**src/rtl/id_stage_pipe.sv**
```systemverilog
// id_stage_pipe: MIPS instruction decode stage with a registered ID/EX output.
//
// Decodes one instruction per cycle, drives the register file read ports,
// resolves each operand against NUM_FWD forwarding sources (index 0 is the
// youngest), and loads the result into an output register handed to EX.
//
// Optional feature: define ID_STALL_CNT_EN to add stall_cnt_o, a saturating
// count of cycles in which a valid instruction was offered but not accepted.
//
// Ports:
//   clk, rst                    clock, synchronous active-low reset
//   pc_i, inst_i, inst_valid_i  incoming instruction from IF/ID
//   ready_o                     instruction accepted this cycle
//   re1_o/re2_o, raddr1_o/2_o   register file read request (combinational)
//   rdata1_i/rdata2_i           register file read data (same cycle)
//   fwd_we_i/_waddr_i/_wdata_i/_rdy_i   forwarding sources, slice k = source k
//   ex_ready_i                  EX takes the output register this cycle
//   flush_i                     discard held and incoming instruction
//   valid_o, pc_o, we_o, waddr_o, aluop_o, alusel_o, data1_o, data2_o,
//   inst_invalid_o              registered ID/EX output
//   stall_cnt_o                 (ID_STALL_CNT_EN only) stall cycle counter
//
// Handshake: upstream transfer happens on a clock edge where inst_valid_i and
// ready_o are both high; downstream transfer happens where valid_o and
// ex_ready_i are both high. Neither side may make its acceptance depend on
// seeing the other's valid/ready drop.
module id_stage_pipe #(
    parameter int DW      = 32,
    parameter int AW      = 32,
    parameter int NUM_FWD = 2
) (
    input  logic                   clk,
    input  logic                   rst,
    input  logic [AW-1:0]          pc_i,
    input  logic [31:0]            inst_i,
    input  logic                   inst_valid_i,
    output logic                   ready_o,
    output logic                   re1_o,
    output logic                   re2_o,
    output logic [4:0]             raddr1_o,
    output logic [4:0]             raddr2_o,
    input  logic [DW-1:0]          rdata1_i,
    input  logic [DW-1:0]          rdata2_i,
    input  logic [NUM_FWD-1:0]     fwd_we_i,
    input  logic [5*NUM_FWD-1:0]   fwd_waddr_i,
    input  logic [DW*NUM_FWD-1:0]  fwd_wdata_i,
    input  logic [NUM_FWD-1:0]     fwd_rdy_i,
    input  logic                   ex_ready_i,
    input  logic                   flush_i,
    output logic                   valid_o,
    output logic [AW-1:0]          pc_o,
    output logic                   we_o,
    output logic [4:0]             waddr_o,
    output logic [7:0]             aluop_o,
    output logic [2:0]             alusel_o,
    output logic [DW-1:0]          data1_o,
    output logic [DW-1:0]          data2_o,
    output logic                   inst_invalid_o
`ifdef ID_STALL_CNT_EN
    ,
    output logic [31:0]            stall_cnt_o
`endif
);

    // ALU operation codes shared with EX
    localparam logic [7:0] OP_NOP  = 8'h00;
    localparam logic [7:0] OP_AND  = 8'h24;
    localparam logic [7:0] OP_OR   = 8'h25;
    localparam logic [7:0] OP_XOR  = 8'h26;
    localparam logic [7:0] OP_NOR  = 8'h27;
    localparam logic [7:0] OP_SLL  = 8'h7C;
    localparam logic [7:0] OP_SRL  = 8'h02;
    localparam logic [7:0] OP_SRA  = 8'h03;
    localparam logic [7:0] OP_MOVZ = 8'h0A;
    localparam logic [7:0] OP_MOVN = 8'h0B;
    localparam logic [7:0] OP_MFHI = 8'h10;
    localparam logic [7:0] OP_MTHI = 8'h11;
    localparam logic [7:0] OP_MFLO = 8'h12;
    localparam logic [7:0] OP_MTLO = 8'h13;

    localparam logic [2:0] SEL_NOP   = 3'd0;
    localparam logic [2:0] SEL_LOGIC = 3'd1;
    localparam logic [2:0] SEL_SHIFT = 3'd2;
    localparam logic [2:0] SEL_MOVE  = 3'd3;

    typedef enum logic {
        S_EMPTY = 1'b0,
        S_FULL  = 1'b1
    } state_t;

    // instruction fields
    logic [5:0] op, fn;
    logic [4:0] rs, rt, rd, sa;
    logic [15:0] imm16;

    assign op    = inst_i[31:26];
    assign rs    = inst_i[25:21];
    assign rt    = inst_i[20:16];
    assign rd    = inst_i[15:11];
    assign sa    = inst_i[10:6];
    assign fn    = inst_i[5:0];
    assign imm16 = inst_i[15:0];

    // decode results
    logic          re1, re2, we_dec, inv_dec, is_movn, is_movz;
    logic [4:0]    waddr_dec;
    logic [7:0]    aluop_dec;
    logic [2:0]    alusel_dec;
    logic [DW-1:0] imm_dec;

    always_comb begin
        re1        = 1'b0;
        re2        = 1'b0;
        we_dec     = 1'b0;
        inv_dec    = 1'b0;
        is_movn    = 1'b0;
        is_movz    = 1'b0;
        waddr_dec  = 5'd0;
        aluop_dec  = OP_NOP;
        alusel_dec = SEL_NOP;
        imm_dec    = '0;
        case (op)
            6'h00: begin
                // immediate shifts: rs must be zero, sa carried as operand 1
                if (rs == 5'd0 && (fn == 6'h00 || fn == 6'h02 || fn == 6'h03)) begin
                    re2        = 1'b1;
                    we_dec     = 1'b1;
                    waddr_dec  = rd;
                    alusel_dec = SEL_SHIFT;
                    imm_dec    = DW'(sa);
                    aluop_dec  = (fn == 6'h00) ? OP_SLL : (fn == 6'h02) ? OP_SRL : OP_SRA;
                end else if (sa == 5'd0) begin
                    case (fn)
                        6'h24, 6'h25, 6'h26, 6'h27: begin
                            re1        = 1'b1;
                            re2        = 1'b1;
                            we_dec     = 1'b1;
                            waddr_dec  = rd;
                            alusel_dec = SEL_LOGIC;
                            aluop_dec  = (fn == 6'h24) ? OP_AND :
                                         (fn == 6'h25) ? OP_OR  :
                                         (fn == 6'h26) ? OP_XOR : OP_NOR;
                        end
                        6'h04, 6'h06, 6'h07: begin
                            re1        = 1'b1;
                            re2        = 1'b1;
                            we_dec     = 1'b1;
                            waddr_dec  = rd;
                            alusel_dec = SEL_SHIFT;
                            aluop_dec  = (fn == 6'h04) ? OP_SLL : (fn == 6'h06) ? OP_SRL : OP_SRA;
                        end
                        6'h0A, 6'h0B: begin
                            re1        = 1'b1;
                            re2        = 1'b1;
                            waddr_dec  = rd;
                            alusel_dec = SEL_MOVE;
                            is_movz    = (fn == 6'h0A);
                            is_movn    = (fn == 6'h0B);
                            aluop_dec  = (fn == 6'h0A) ? OP_MOVZ : OP_MOVN;
                        end
                        6'h10, 6'h12: begin
                            we_dec     = 1'b1;
                            waddr_dec  = rd;
                            alusel_dec = SEL_MOVE;
                            aluop_dec  = (fn == 6'h10) ? OP_MFHI : OP_MFLO;
                        end
                        6'h11, 6'h13: begin
                            re1        = 1'b1;
                            alusel_dec = SEL_MOVE;
                            aluop_dec  = (fn == 6'h11) ? OP_MTHI : OP_MTLO;
                        end
                        6'h0F: ; // sync: nop
                        default: inv_dec = 1'b1;
                    endcase
                end else begin
                    inv_dec = 1'b1;
                end
            end
            6'h0C, 6'h0D, 6'h0E: begin
                re1        = 1'b1;
                we_dec     = 1'b1;
                waddr_dec  = rt;
                alusel_dec = SEL_LOGIC;
                imm_dec    = DW'(imm16);
                aluop_dec  = (op == 6'h0C) ? OP_AND : (op == 6'h0D) ? OP_OR : OP_XOR;
            end
            6'h0F: begin
                // lui computed as rs | (imm << 16)
                re1        = 1'b1;
                we_dec     = 1'b1;
                waddr_dec  = rt;
                alusel_dec = SEL_LOGIC;
                imm_dec    = DW'({imm16, 16'h0000});
                aluop_dec  = OP_OR;
            end
            6'h33: ; // pref: nop
            default: inv_dec = 1'b1;
        endcase
    end

    // Returns {hazard, value}. Sources are scanned oldest to youngest so the
    // youngest matching source is the one left standing.
    function automatic logic [DW:0] resolve(
        input logic [4:0]             addr,
        input logic [DW-1:0]          rf_data,
        input logic [NUM_FWD-1:0]     we,
        input logic [5*NUM_FWD-1:0]   wa,
        input logic [DW*NUM_FWD-1:0]  wd,
        input logic [NUM_FWD-1:0]     rdy
    );
        logic [DW:0] res;
        res = {1'b0, rf_data};
        if (addr == 5'd0) begin
            res = '0;
        end else begin
            for (int k = NUM_FWD - 1; k >= 0; k--) begin
                if (we[k] && wa[k*5 +: 5] == addr) begin
                    res = rdy[k] ? {1'b0, wd[k*DW +: DW]} : {1'b1, {DW{1'b0}}};
                end
            end
        end
        return res;
    endfunction

    logic [DW:0]   r1, r2;
    logic [DW-1:0] opnd1, opnd2;
    logic          hazard, we_fin, advance, load;

    always_comb begin
        r1     = resolve(rs, rdata1_i, fwd_we_i, fwd_waddr_i, fwd_wdata_i, fwd_rdy_i);
        r2     = resolve(rt, rdata2_i, fwd_we_i, fwd_waddr_i, fwd_wdata_i, fwd_rdy_i);
        opnd1  = re1 ? r1[DW-1:0] : imm_dec;
        opnd2  = re2 ? r2[DW-1:0] : imm_dec;
        hazard = (re1 & r1[DW]) | (re2 & r2[DW]);
        we_fin = is_movn ? (opnd2 != '0) : is_movz ? (opnd2 == '0) : we_dec;
    end

    assign re1_o    = rst & re1;
    assign re2_o    = rst & re2;
    assign raddr1_o = rst ? rs : 5'd0;
    assign raddr2_o = rst ? rt : 5'd0;

    // FSM: EMPTY / FULL output register
    state_t state_q, state_d;

    assign advance = (state_q == S_EMPTY) | ex_ready_i;
    assign ready_o = rst & advance & ~hazard & ~flush_i;

    always_comb begin
        state_d = state_q;
        load    = 1'b0;
        if (flush_i) begin
            state_d = S_EMPTY;
        end else if (advance) begin
            if (inst_valid_i && !hazard) begin
                state_d = S_FULL;
                load    = 1'b1;
            end else begin
                state_d = S_EMPTY;
            end
        end
    end

    always_ff @(posedge clk) begin
        if (!rst) state_q <= S_EMPTY;
        else      state_q <= state_d;
    end

    assign valid_o = (state_q == S_FULL);

    // output register; payload only changes on load so a held entry is stable
    logic [AW-1:0] pc_q;
    logic          we_q, inv_q;
    logic [4:0]    waddr_q;
    logic [7:0]    aluop_q;
    logic [2:0]    alusel_q;
    logic [DW-1:0] data1_q, data2_q;

    always_ff @(posedge clk) begin
        if (!rst) begin
            pc_q     <= '0;
            we_q     <= 1'b0;
            inv_q    <= 1'b0;
            waddr_q  <= 5'd0;
            aluop_q  <= 8'd0;
            alusel_q <= 3'd0;
            data1_q  <= '0;
            data2_q  <= '0;
        end else if (load) begin
            pc_q     <= pc_i;
            we_q     <= we_fin;
            inv_q    <= inv_dec;
            waddr_q  <= waddr_dec;
            aluop_q  <= aluop_dec;
            alusel_q <= alusel_dec;
            data1_q  <= opnd1;
            data2_q  <= opnd2;
        end
    end

    assign pc_o           = pc_q;
    assign we_o           = we_q;
    assign inst_invalid_o = inv_q;
    assign waddr_o        = waddr_q;
    assign aluop_o        = aluop_q;
    assign alusel_o       = alusel_q;
    assign data1_o        = data1_q;
    assign data2_o        = data2_q;

`ifdef ID_STALL_CNT_EN
    logic [31:0] stall_cnt_q;

    always_ff @(posedge clk) begin
        if (!rst) begin
            stall_cnt_q <= 32'd0;
        end else if (inst_valid_i && !ready_o && !flush_i && stall_cnt_q != 32'hFFFF_FFFF) begin
            stall_cnt_q <= stall_cnt_q + 32'd1;
        end
    end

    assign stall_cnt_o = stall_cnt_q;
`endif

endmodule

```
**config.mk**
```make
export PLATFORM = sky130hd
export DESIGN_NAME = id_stage_pipe
export DESIGN_NICKNAME = d
export VERILOG_FILES = /design/src/rtl/id_stage_pipe.sv
export SDC_FILE = /design/constraint.sdc
export NUM_CORES = 1
export LEC_CHECK = 0
export BUFFER_PORTS_ARGS = -buffer_cell sky130_fd_sc_hd__buf_2
export CELL_PAD_IN_SITES_DETAIL_PLACEMENT = 1
export CELL_PAD_IN_SITES_GLOBAL_PLACEMENT = 2
export CORE_MARGIN = 8
export CORE_UTILIZATION = 27
export DETAILED_ROUTE_END_ITERATION = 10
export HOLD_SLACK_MARGIN = 0.1
export MAX_ROUTING_LAYER = met4
export PLACE_DENSITY = 0.92
export SLEW_MARGIN = 25
export SYNTH_ARGS = -nofsm -noshare
export SYNTH_HDL_FRONTEND = slang
export SYNTH_SLANG_ARGS = --single-unit
```
**constraint.sdc**
```tcl
create_clock -name clk -period 7.65 [get_ports clk]
set_clock_uncertainty 0.2 [all_clocks]
set_input_delay 0.765 -clock clk [delete_from_list [all_inputs] [get_ports clk]]
set_output_delay 0.765 -clock clk [all_outputs]
set_load 0.01 [all_outputs]
```
Word-level counts from Yosys, hierarchy flattened

Index checks and enable logic that the tools add are counted.

Multiplexer cells: 67
Reduce and logical (&&, ||, !) cells: 31
Bitwise operators: 13
Equal/unequal tests: 25

Operator list:

| operator           | count |
|---|---|
| $mux 33            | 8 |
| $pmux 32 s3        | 1 |
| $mux 32            | 2 |
| $eq 6x4->1 const B | 7 |
| $pmux 7 s5         | 1 |
| $logic_not 32->1   | 1 |
| $reduce_bool 32->1 | 1 |
| $eq 6x6->1 const B | 5 |
| $mux 1             | 30 |
| $mux 5             | 6 |
| $mux 7             | 4 |
| $eq 6x5->1 const B | 4 |
| $reduce_or 11->1   | 2 |
| $pmux 7 s3         | 1 |
| $eq 5x5->1         | 4 |
| $eq 6x3->1 const B | 3 |
| $reduce_or 9->1    | 2 |
| $mux 2             | 8 |
| $logic_not 5->1    | 3 |
| $reduce_or 14->1   | 1 |
| $eq 6x2->1 const B | 2 |
| $logic_not 6->1    | 2 |
| $pmux 5 s2         | 1 |
| $reduce_or 2->1    | 4 |
| 13 further kinds   | 33 |

Flip-flop bits (word level): 115
Word-level logic and storage cells: 145
Output and inout port bits: 128
Bits of input ports: 211

Longest topological paths before layout

Gate-level depths: netlist (run 1).

Word-level depth: 13
Gate-level depth with buffers: 13
Depth with buffers taken out: 9

Least setup slack after synthesis (run 1)

OpenSTA, ideal clock, no wires.

Path kind: input-to-output
Start: input port inst_i[7]
End: output port ready_o
Cell stages on the path: 8
Path slack: 4.099 ns
Arrival time: 2.586 ns
Path buffers: 1
Required time: 6.685 ns
Cell sequence: or4_1 > or4_1 > buf_2 > a211o_4 > nor2_4 > a21oi_1 > nand2_1 > nor2_1

Cells in the longest elaborated chain, start to end: 9
Elaborated cells between the ends (all ways): 13
Those cells by class: mux: 6; bitwise: 6; reduce/logical: 1

Ends and longest elaborated chain:

| item                                        | RTL line | source |
|---|---|---|
| start, declared                             | 35       | `input logic [31:0] inst_i,` |
| $logic_not 5->1 (*)                         | 132      | `end else if (sa == 5'd0) begin` |
| $mux 1                                      | 132      |  |
| $mux 1                                      | 125      | `if (rs == 5'd0 && (fn == 6'h00 \|\| fn == 6'h02 \|\| fn == 6'h03)) begin` |
| $pmux 1 s2 / $mux 1 (equally long branches) | 122      | `case (op)` |
| $and 1x1->1                                 | 234      | `hazard = (re1 & r1[DW]) \| (re2 & r2[DW]);` |
| $or 1x1->1 (*)                              | 234      |  |
| $not 1->1 (*)                               | 247      | `assign ready_o = rst & advance & ~hazard & ~flush_i;` |
| $and 1x1->1 (*) (2 in a row)                | 247      |  |
| end, declared                               | 37       | `output logic ready_o,` |

Mark *: on every way between the ends. The rest lies on a longest branch, timed or not.

Worst setup path in the final report (run 1)

Start: input port inst_i[2]
End: register data2_q[10], in the netlist data2_o[10]

Cells in the longest elaborated chain, start to end: 13
Elaborated cells between the ends (all ways): 36
Those cells by class: eq/ne: 13; mux: 12; bitwise: 3; reduce/logical: 8

Ends and longest elaborated chain:

| item                                                     | RTL line | source |
|---|---|---|
| $eq 6x6->1, or another cell as far along                 | 133      | `case (fn)` |
| $reduce_or 11->1 (no line), or another cell as far along | -        |  |
| $mux 1 / $logic_or 1x1->1 (equally long branches)        | 133, 125 |  |
| $mux 1 / $logic_and 1x1->1 (equally long branches)       | 132, 125 |  |
| $mux 1                                                   | 125      |  |
| $pmux 1 s2 / $mux 1 (equally long branches)              | 122      |  |
| $and 1x1->1                                              | 234      |  |
| $or 1x1->1                                               | 234      |  |
| $logic_not 1->1                                          | 255      | `if (inst_valid_i && !hazard) begin` |
| $logic_and 1x1->1                                        | 255      |  |
| $mux 1                                                   | 255      |  |
| $mux 1                                                   | 254      | `end else if (advance) begin` |
| $mux 1                                                   | 252      | `if (flush_i) begin` |
| end signal, assigned                                     | 297      | `data2_q <= opnd2;` |
| end, declared                                            | 277      | `logic [DW-1:0] data1_q, data2_q;` |

Parallel ways exist; a longest one is shown, timed or not.
A chain may end at the register's enable or synchronous reset.

==> results of run 1 <==
-- path summary, 6_finish.rpt --
path | start | endpoint | slack [ps] | cells past startpoint
hold / removal | alusel_o[1] | alusel_o[1] | 250 | 2
setup reg to reg | valid_o | data2_o[10] | 4990 | 6
hold reg to reg | alusel_o[1] | alusel_o[1] | 250 | 2
setup / recovery | inst_i[2] | data2_o[10] | 3030 | 12
-- worst register-to-register path, cell delays in order (launching register included) --
cell and delay (ps):
dfxtp_1 320, nor2b_1 180, a2111oi_4 310, buf_4 690, buf_4 540, o211ai_1 170, o211a_1 150
-- power groups by stage --
stage	Clock, mW	Combinational [mW]	Sequential, mW
after global placement	0	0.313	0.634
after global routing	0.512	0.345	0.624
final	0.471	0.318	0.621
after CTS	0.487	0.319	0.621
after detailed placement	0	0.318	0.634
after floorplan	0	0.150	0.644
-- through the flow --
step	cells	setup WS, ps	total power, mW	cell area, um2	util, %
CTS	1601	3050	1.43	9330	35.0
global route	1605	2800	1.48	9340	35.1
detailed placement	1586	2670	0.953	9050	34.0
finish	1606	3030	1.41	9340	35.1
floorplan	996	4100	0.794	7260	-
global placement	1585	2820	0.947	9030	33.9
-- cell type report --
type | instances | area, um2
clock buffers | 10 | 239
well taps | 341 | 427
repair buffers | 350 | 1800
flip-flops and latches | 112 | 2240
diodes | 5 | 12.5
fillers | 3402 | 17300
clock inverters | 5 | 42.5
multi-input cells | 768 | 4520
inverters | 15 | 56.3
-- state kept, by name, indices dropped and copies added (netlist names) --
| name | flops |
|---|---|
| data1_o | 32 |
| inst_invalid_o | 1 |
| alusel_o | 2 |
| valid_o | 1 |
| we_o | 1 |
| waddr_o | 5 |
| pc_o | 32 |
| data2_o | 32 |
| aluop_o | 6 |
-- cell usage in the layout (no fill, tap or decap), types with 3 or more instances in the layout --
| master | netlist | routed |
|---|---|---|
| a31oi_1 | 39 | 39 |
| nand2_1 | 195 | 195 |
| nand4_1 | 4 | 4 |
| buf_4 | 4 | 14 |
| buf_2 | 10 | 335 |
| o21ai_0 | 41 | 41 |
| a21oi_1 | 57 | 57 |
| a21boi_1 | 62 | 62 |
| o211a_1 | 28 | 28 |
| inv_1 | 15 | 15 |
| xor2_1 | 9 | 9 |
| nor3_1 | 10 | 10 |
| and3_1 | 5 | 4 |
| a31o_2 | 7 | 7 |
| dfxtp_1 | 112 | 112 |
| a41oi_1 | 5 | 5 |
| or3_1 | 3 | 3 |
| nand3_1 | 82 | 81 |
| nand2b_1 | 25 | 25 |
| xnor2_1 | 12 | 12 |
| a22o_1 | 5 | 5 |
| or4_1 | 3 | 3 |
| a221oi_1 | 21 | 21 |
| diode_2 | 0 | 5 |
| o21a_1 | 3 | 3 |
| clkinv_4 | 0 | 3 |
| nor3b_1 | 22 | 22 |
| nor2b_1 | 5 | 5 |
| clkbuf_16 | 0 | 9 |
| o211ai_1 | 22 | 22 |
| nor2_1 | 38 | 36 |
| a211oi_1 | 6 | 6 |
| and2_1 | 17 | 17 |
| mux2i_1 | 3 | 3 |
| nor4_1 | 5 | 5 |
-- logic make-up (layout without fill, tap and decap cells) --
group / Yosys count / count (layout)
AO/OA/AOI/OAI: 319 / 319
buffers and inverters: 116 / 380
flip-flops: 112 / 112
XOR/XNOR: 21 / 21
AND/OR/NAND/NOR: 423 / 423
multiplexers: 3 / 3
other: 1 / 7
-- layer usage --
metal | vias to the layer above | share of wire, % | global-route usage [%]
li1 | 4084 | - | -
met1 | 4245 | 43 | 27.3
met2 | 324 | 49 | 38.1
met3 | 38 | 5.8 | 4.29
met4 | 0 | 2.1 | 6.54
met5 | - | 0 | -
==> flow_summary.toml, run 1 <==
[yosys]
avgSynthCellArea_um2 = 7.29
async_flop_share_pct = 0
yosys.area_share.adder_pct = 0
yosysTopAreaCell = "dfxtp_1"
synth_top_cell_area_share_pct = 30.9
yosysUniqueCellTypes = 62
synthMuxAreaShare_pct = 0.414
synth_top_family_by_area = "compound AO/OA/AOI/OAI gates"
synth-edff-count = 0
synthTopCellsByCount = "nand2_1 (195), dfxtp_1 (112), nand3_1 (82)"
yosys.area_share.simple_pct = 27.6
ys_ff_latch = 112
synthTopCellsByArea = "dfxtp_1 (31%), nand2_1 (10%), a21boi_1 (6.4%)"
synth-seq-area-share_pct = 30.9
ys.flop_type = "dfxtp_1"
yosysMostFrequentCell = "nand2_1"
ys_warn_count = 0
synth_xor_area_share_pct = 2.53
syn_inst = 995
syn_area_um2 = 7260
synth_compound_area_share_pct = 31.4

[cts]
clkTransAtPathRegs_ps = 80
postCtsSetupRepairBufs = 0
cts_sinks = 112
ctsHoldBuffers = 0
cts_buffers = 9
tritoncts = "done"
insertion_delay_ps = 350
cts_resized = 0
h-tree-depth = 3
clockBufferDepth = 2
cts_root_buffer = "clkbuf_16"

[floorplanning]
start_util_pct = 27.2
io_pins = 339
die_y_um = 180
rows = 60
die-area_um2 = 32400
core_um2 = 26700
dieWidth_um = 180

[worst_setup_path]
crit_top_cell = "buf_4"
crit_required_ps = 7710
max_stage_delay_ps = 690
crit_arrival_ps = 4670
worstPathMaxFanout = 72
end_kind = "flip-flop"
cp_top_family = "buffers and inverters"
cpMaxStageDelayCell = "buf_4"
path_class = "in2reg"
path_buf_inv = 4
crit_chain = "buf_2, nor4_1, nand2_1, or3_1, a41oi_1, a21oi_4, buf_4, a2111oi_4, buf_4, buf_4, o211ai_1, o211a_1"
startpoint_type = "input port"

[sta]
setup_violations = 0
relSlewSlack_pct = 16.3
final_hold_viol_count = 0
fmax_mhz = 217
fin_crit_sh_pct = 60.3
grt_setup_unrepaired = "no"
post-route-min-period_ps = 4620
worst_slew_pin_slew_ps = 1220
setup_tns_ps = 0
whs_ps = 250
drv_slew = 0

[route]
vias = 8691
avgRoutedWirePerCell_um = 23.1
first_pass_iters = 5
route.final.wire_length_um = 37100
ant_nets = 0
dr.first_iter.drc_count = 418
drc_errors = 0
viasPerCell = 5.41

[power_and_ir_drop]
power_frac_clock_pct = 33.4
p_comb_share_pct = 22.6
ir_drop_v = 0.0000912
powerDensity_nw_per_um2 = 151
intPower_mw = 0.964
p_leak_nw = 4.33
seq_power_share_pct = 44.0
p_switching_mw = 0.445
p_sw_share_pct = 31.6

[min_path]
hold_path_class = "reg2reg"

[cells_and_area]
nets = 1467
layout-drive-gt1-share_pct = 30.6
syn_to_final_growth_pct = 28.8

[grt]
grt_pass1_vias = 9100
antenna_found_initial = 5
grt_max_degree = 73
overflow = 0
grt_first_pass_wirelength_um = 56100
grt_usage_pct = 22.7

[placed_design]
post-dp-hpwl_um = 28600
portBuffers = 336
gp_congestion = 0.879

[run]
maxCapViolations = 0

[outcome]
status = "completed"
Power figures use the tool's default switching activity.
==> inputs of run 2 (changes only) <==
CORE_UTILIZATION = 25   (was 27)
PLACE_DENSITY = 0.86   (was 0.92)
clock period = 4.33 ns   (was 7.65 ns; I/O delays follow)
==> run 2 against run 1 <==
Net effect:
- power grew 84%
- clock power increased by 91%
- register-to-register slack worse by 2900 ps
- die area up 7.3%
- non-clock buffer count rose by 31
- sequential power rose by 77%
- worst hold slack lost 140 ps
- design area increased by 4.2%
- sequential share of layout area fell by 0.96 points
- combinational power up 86%
- global-route usage fell by 0.58 points
- sequential cell count did not move
- highest routed layer unchanged
==> flow_summary.toml, run 2 (synthesis gave the netlist of run 1 again) <==
[grt]
grt_pass1_vias = 9096
grt_max_degree = 65
overflow = 0
grt_first_pass_wirelength_um = 58100
antenna_found_initial = 12
grt_usage_pct = 22.1

[worst_setup_path]
crit_arrival_ps = 3820
crit_required_ps = 4420
startpoint_type = "input port"
end_kind = "flip-flop"
worstPathMaxFanout = 52
path_class = "in2reg"

[route]
avgRoutedWirePerCell_um = 23.1
dr.first_iter.drc_count = 430
drc_errors = 0
first_pass_iters = 7
viasPerCell = 5.28
ant_nets = 0
route.final.wire_length_um = 39000
vias = 8909

[cells_and_area]
mostFrequentLayoutCell = "buf_2"
nets = 1498
layout-drive-gt1-share_pct = 30.8
syn_to_final_growth_pct = 34.2
finalNonFillerCells = 1688
n_fill_cell = 3573
final_cell_mix = "buf_2 (335), nand2_1 (195), dfxtp_1 (112), nand3_1 (81), a21boi_1 (62)"

[placed_design]
dp.cells = 1640
gp_congestion = 0.864
portBuffers = 336
post-dp-hpwl_um = 30400

[floorplanning]
dieWidth_um = 186
start_util_pct = 25.3
die_y_um = 186
die-area_um2 = 34700
io_pins = 339
rows = 62
core_um2 = 28600

[sta]
final_hold_viol_count = 0
fin_crit_sh_pct = 86.1
worst_slew_pin_slew_ps = 781
relSlewSlack_pct = 46.6
drv_slew = 0
post-route-min-period_ps = 3730
grt_setup_unrepaired = "no"
fmax_mhz = 268
setup_tns_ps = 0
setup_violations = 0

[cts]
cts_sinks = 112
h-tree-depth = 3
tritoncts = "done"
cts_resized = 0
cts_buffers = 9
postCtsSetupRepairBufs = 0
clkTransAtPathRegs_ps = 80
cts_root_buffer = "clkbuf_16"
clockBufferDepth = 2
insertion_delay_ps = 360

[power_and_ir_drop]
p_leak_nw = 4.48
ir_drop_v = 0.000212
powerDensity_nw_per_um2 = 266

[min_path]
hold_path_class = "in2reg"

[run]
maxCapViolations = 0

[outcome]
status = "completed"
==> run 2: cell types whose count changed in the layout (fill, tap and decap cells not counted), sizes merged <==
cell and change:
buf +11, clkbuf -1, clkinv -1, diode +7
dlygate4sd3 +20, inv +3
==> run 2: final cells by class <==
class | count | area [um2] | area share (%)
multi-input cells | 768 | 4520 | 46.5
flip-flops and latches | 112 | 2240 | 23.0
repair buffers | 381 | 2100 | 21.5
well taps | 384 | 480 | 4.94
clock buffers | 9 | 225 | 2.31
clock inverters | 7 | 80.1 | 0.823
inverters | 15 | 56.3 | 0.578
diodes | 12 | 30.0 | 0.308
==> run 2: worst paths after layout <==
path	slack, ps	to	cells past startpoint	start
hold reg to reg	250	data1_o[13]	2	data1_o[13]
hold / removal	110	pc_o[25]	3	pc_i[25]
setup reg to reg	2070	pc_o[13]	5	valid_o
setup / recovery	600	pc_o[13]	10	inst_i[7]
==> run 2: per-stage QoR <==
step / area (um2) / util, % / worst slack, ps / power (mW) / hold WS (ps)
after global routing: 9730 / 34.0 / 387 / 2.71 / 100
after global placement: 9200 / 32.1 / 314 / 1.69 / 238
after CTS: 9700 / 33.9 / 608 / 2.62 / 101
after floorplan: 7260 / - / 1250 / 1.40 / 275
final: 9730 / 34.0 / 600 / 2.59 / 114
after detailed placement: 9200 / 32.1 / 218 / 1.70 / 244
==> run 2: layer usage <==
layer	wire length (um)	GRT usage, %	vias to the layer above
met2	18100	35.4	375
li1	-	-	4160
met4	1290	8.10	0
met1	17000	26.3	4313
met5	0	-	-
met3	2690	5.93	61
==> run 2: worst max-delay path, cell delays in order <==
cell	delay, ps
buf_2	140
or4_1	570
or4_1	640
a211o_4	460
nor2_4	130
a21oi_1	80
or3b_4	740
buf_4	380
nand2_1	90
a21boi_1	140
==> run 2: repair_timing <==
item                       4_1_cts  5_1_grt
setup endpoints to repair        0        0
hold buffers                    20        0
hold endpoints to repair        20        0
==> run 2: report_power, final <==
group	total (mW)	internal, mW	switching (mW)
clock	0.901	0.417	0.484
sequential	1.10	1.07	0.0234
combinational	0.590	0.238	0.352
==> inputs of run 3 (changes only) <==
HOLD_SLACK_MARGIN = 0.12   (was 0.1)
==> run 3 against run 2 <==
Net effect:
- core utilization grew 0.35 points
- via count increased by 0.39%
- non-clock buffer count rose by 10
- highest routed layer unchanged
- sequential share of layout area is 0.23 points lower
- clock power about the same
- design area up 1.0%
- largest power group unchanged
- global-route usage is 0.16 points higher
- register-to-register slack worse by 50 ps
- critical path depth increased by 1
- power grew 0.43%
- first-iteration DRC count decreased by 2.6%
==> flow_summary.toml, run 3 (synthesis gave the netlist of run 1 again) <==
[sta]
setup_violations = 0
fmax_mhz = 265
setup_tns_ps = 0
worst_slew_pin_slew_ps = 794
fin_crit_sh_pct = 87.3
post-route-min-period_ps = 3780
final_hold_viol_count = 0
grt_setup_unrepaired = "no"
relSlewSlack_pct = 45.7
drv_slew = 0

[grt]
overflow = 0
grt_pass1_vias = 9193
antenna_found_initial = 12
grt_first_pass_wirelength_um = 58700
grt_max_degree = 65
grt_usage_pct = 22.2

[cts]
clkTransAtPathRegs_ps = 80
postCtsSetupRepairBufs = 0
clockBufferDepth = 2
h-tree-depth = 3
tritoncts = "done"
insertion_delay_ps = 360
cts_root_buffer = "clkbuf_16"
cts_resized = 0
ctsHoldBuffers = 30
cts_buffers = 9
cts_sinks = 112

[floorplanning]
core_um2 = 28600
rows = 62
io_pins = 339
die-area_um2 = 34700
dieWidth_um = 186
die_y_um = 186
start_util_pct = 25.3

[worst_setup_path]
crit_chain = "buf_2, nor2b_1, a211oi_1, or4_1, a211o_4, nor2_4, a21oi_1, or3b_4, buf_4, nand2_1, a21boi_1"
path_class = "in2reg"
worstPathMaxFanout = 52
crit_required_ps = 4410
cpMaxStageDelayCell = "or3b_4"
end_kind = "flip-flop"
startpoint_type = "input port"
reg2reg_depth = 5
max_stage_delay_ps = 740
crit_arrival_ps = 3860

[min_path]
hold_depth = 3
hold_path_class = "in2reg"

[cells_and_area]
multi_input_comb_area_um2 = 4520
nets = 1508
seq_area_um2 = 2240
n_fill_cell = 3557
final_cell_mix = "buf_2 (335), nand2_1 (195), dfxtp_1 (112), nand3_1 (81), a21boi_1 (62)"
fin_util_pct = 34.4
layout-drive-gt1-share_pct = 30.6
syn_to_final_growth_pct = 35.5
mostFrequentLayoutCell = "buf_2"

[route]
ant_nets = 0
avgRoutedWirePerCell_um = 23.2
first_pass_iters = 5
viasPerCell = 5.27
dr.first_iter.drc_count = 419
route.final.wire_length_um = 39300
drc_errors = 0
vias = 8944

[power_and_ir_drop]
powerDensity_nw_per_um2 = 264
p_leak_nw = 4.52
ir_drop_v = 0.000212

[run]
maxCapViolations = 0

[placed_design]
gp_congestion = 0.864
portBuffers = 336
post-dp-hpwl_um = 30400

[outcome]
status = "completed"
## run 3: cell types whose count changed in the layout (fill, tap and decap cells not counted)
cell	change
dlygate4sd3_1	+10
## run 3: final timing paths
| check | endpoint | from | slack [ps] |
|---|---|---|---|
| max | pc_o[24] | inst_i[2] | 550 |
| max reg2reg | pc_o[24] | valid_o | 2020 |
| min | valid_o | flush_i | 170 |
| min reg2reg | data1_o[13] | data1_o[13] | 250 |
## run 3: through the flow
stage          instance area, um2  instances  total power, mW  hold WS (ps)  setup slack, ps
3_5_place_dp                 9200       1640             1.70           244              218
6_report                     9830       1698             2.60           170              552
4_1_cts                      9800       1686             2.62           147              608
3_3_place_gp                 9200       1640             1.69           238              314
2_1_floorplan                7260        996             1.40           275             1250
5_1_grt                      9830       1698             2.72           166              362
## run 3: where the power goes
| part | internal, mW | leakage (nW) | switching (mW) |
|---|---|---|---|
| Combinational | 0.244 | 3.45 | 0.354 |
| Clock | 0.417 | 0.151 | 0.487 |
| Sequential | 1.07 | 0.914 | 0.0235 |
| Total | 1.73 | 4.52 | 0.865 |
## run 3: layer usage
| metal | global-route usage (%) | share of wire (%) | wire [um] | vias to the layer above |
|---|---|---|---|---|
| met5 | - | 0 | 0 | - |
| met4 | 8.13 | 3.3 | 1280 | 0 |
| met3 | 6.06 | 7.2 | 2840 | 59 |
| met2 | 35.7 | 46 | 18300 | 375 |
| met1 | 26.4 | 43 | 16900 | 4330 |
| li1 | - | - | - | 4180 |
## run 3: cell type report
type	instances	area share [%]
multi-input combinational	768	46.0
timing repair buffer	391	22.3
clock inverter	7	0.814
sequential	112	22.8
inverter	15	0.573
tap	384	4.89
clock buffer	9	2.29
antenna	12	0.305
## run 3: critical path: cells and delay by family
family | cells | cell delay, ps
and+or+nand+nor | 5 | 1900
AOI/OAI and AO/OA | 4 | 880
buffers and inverters | 2 | 620
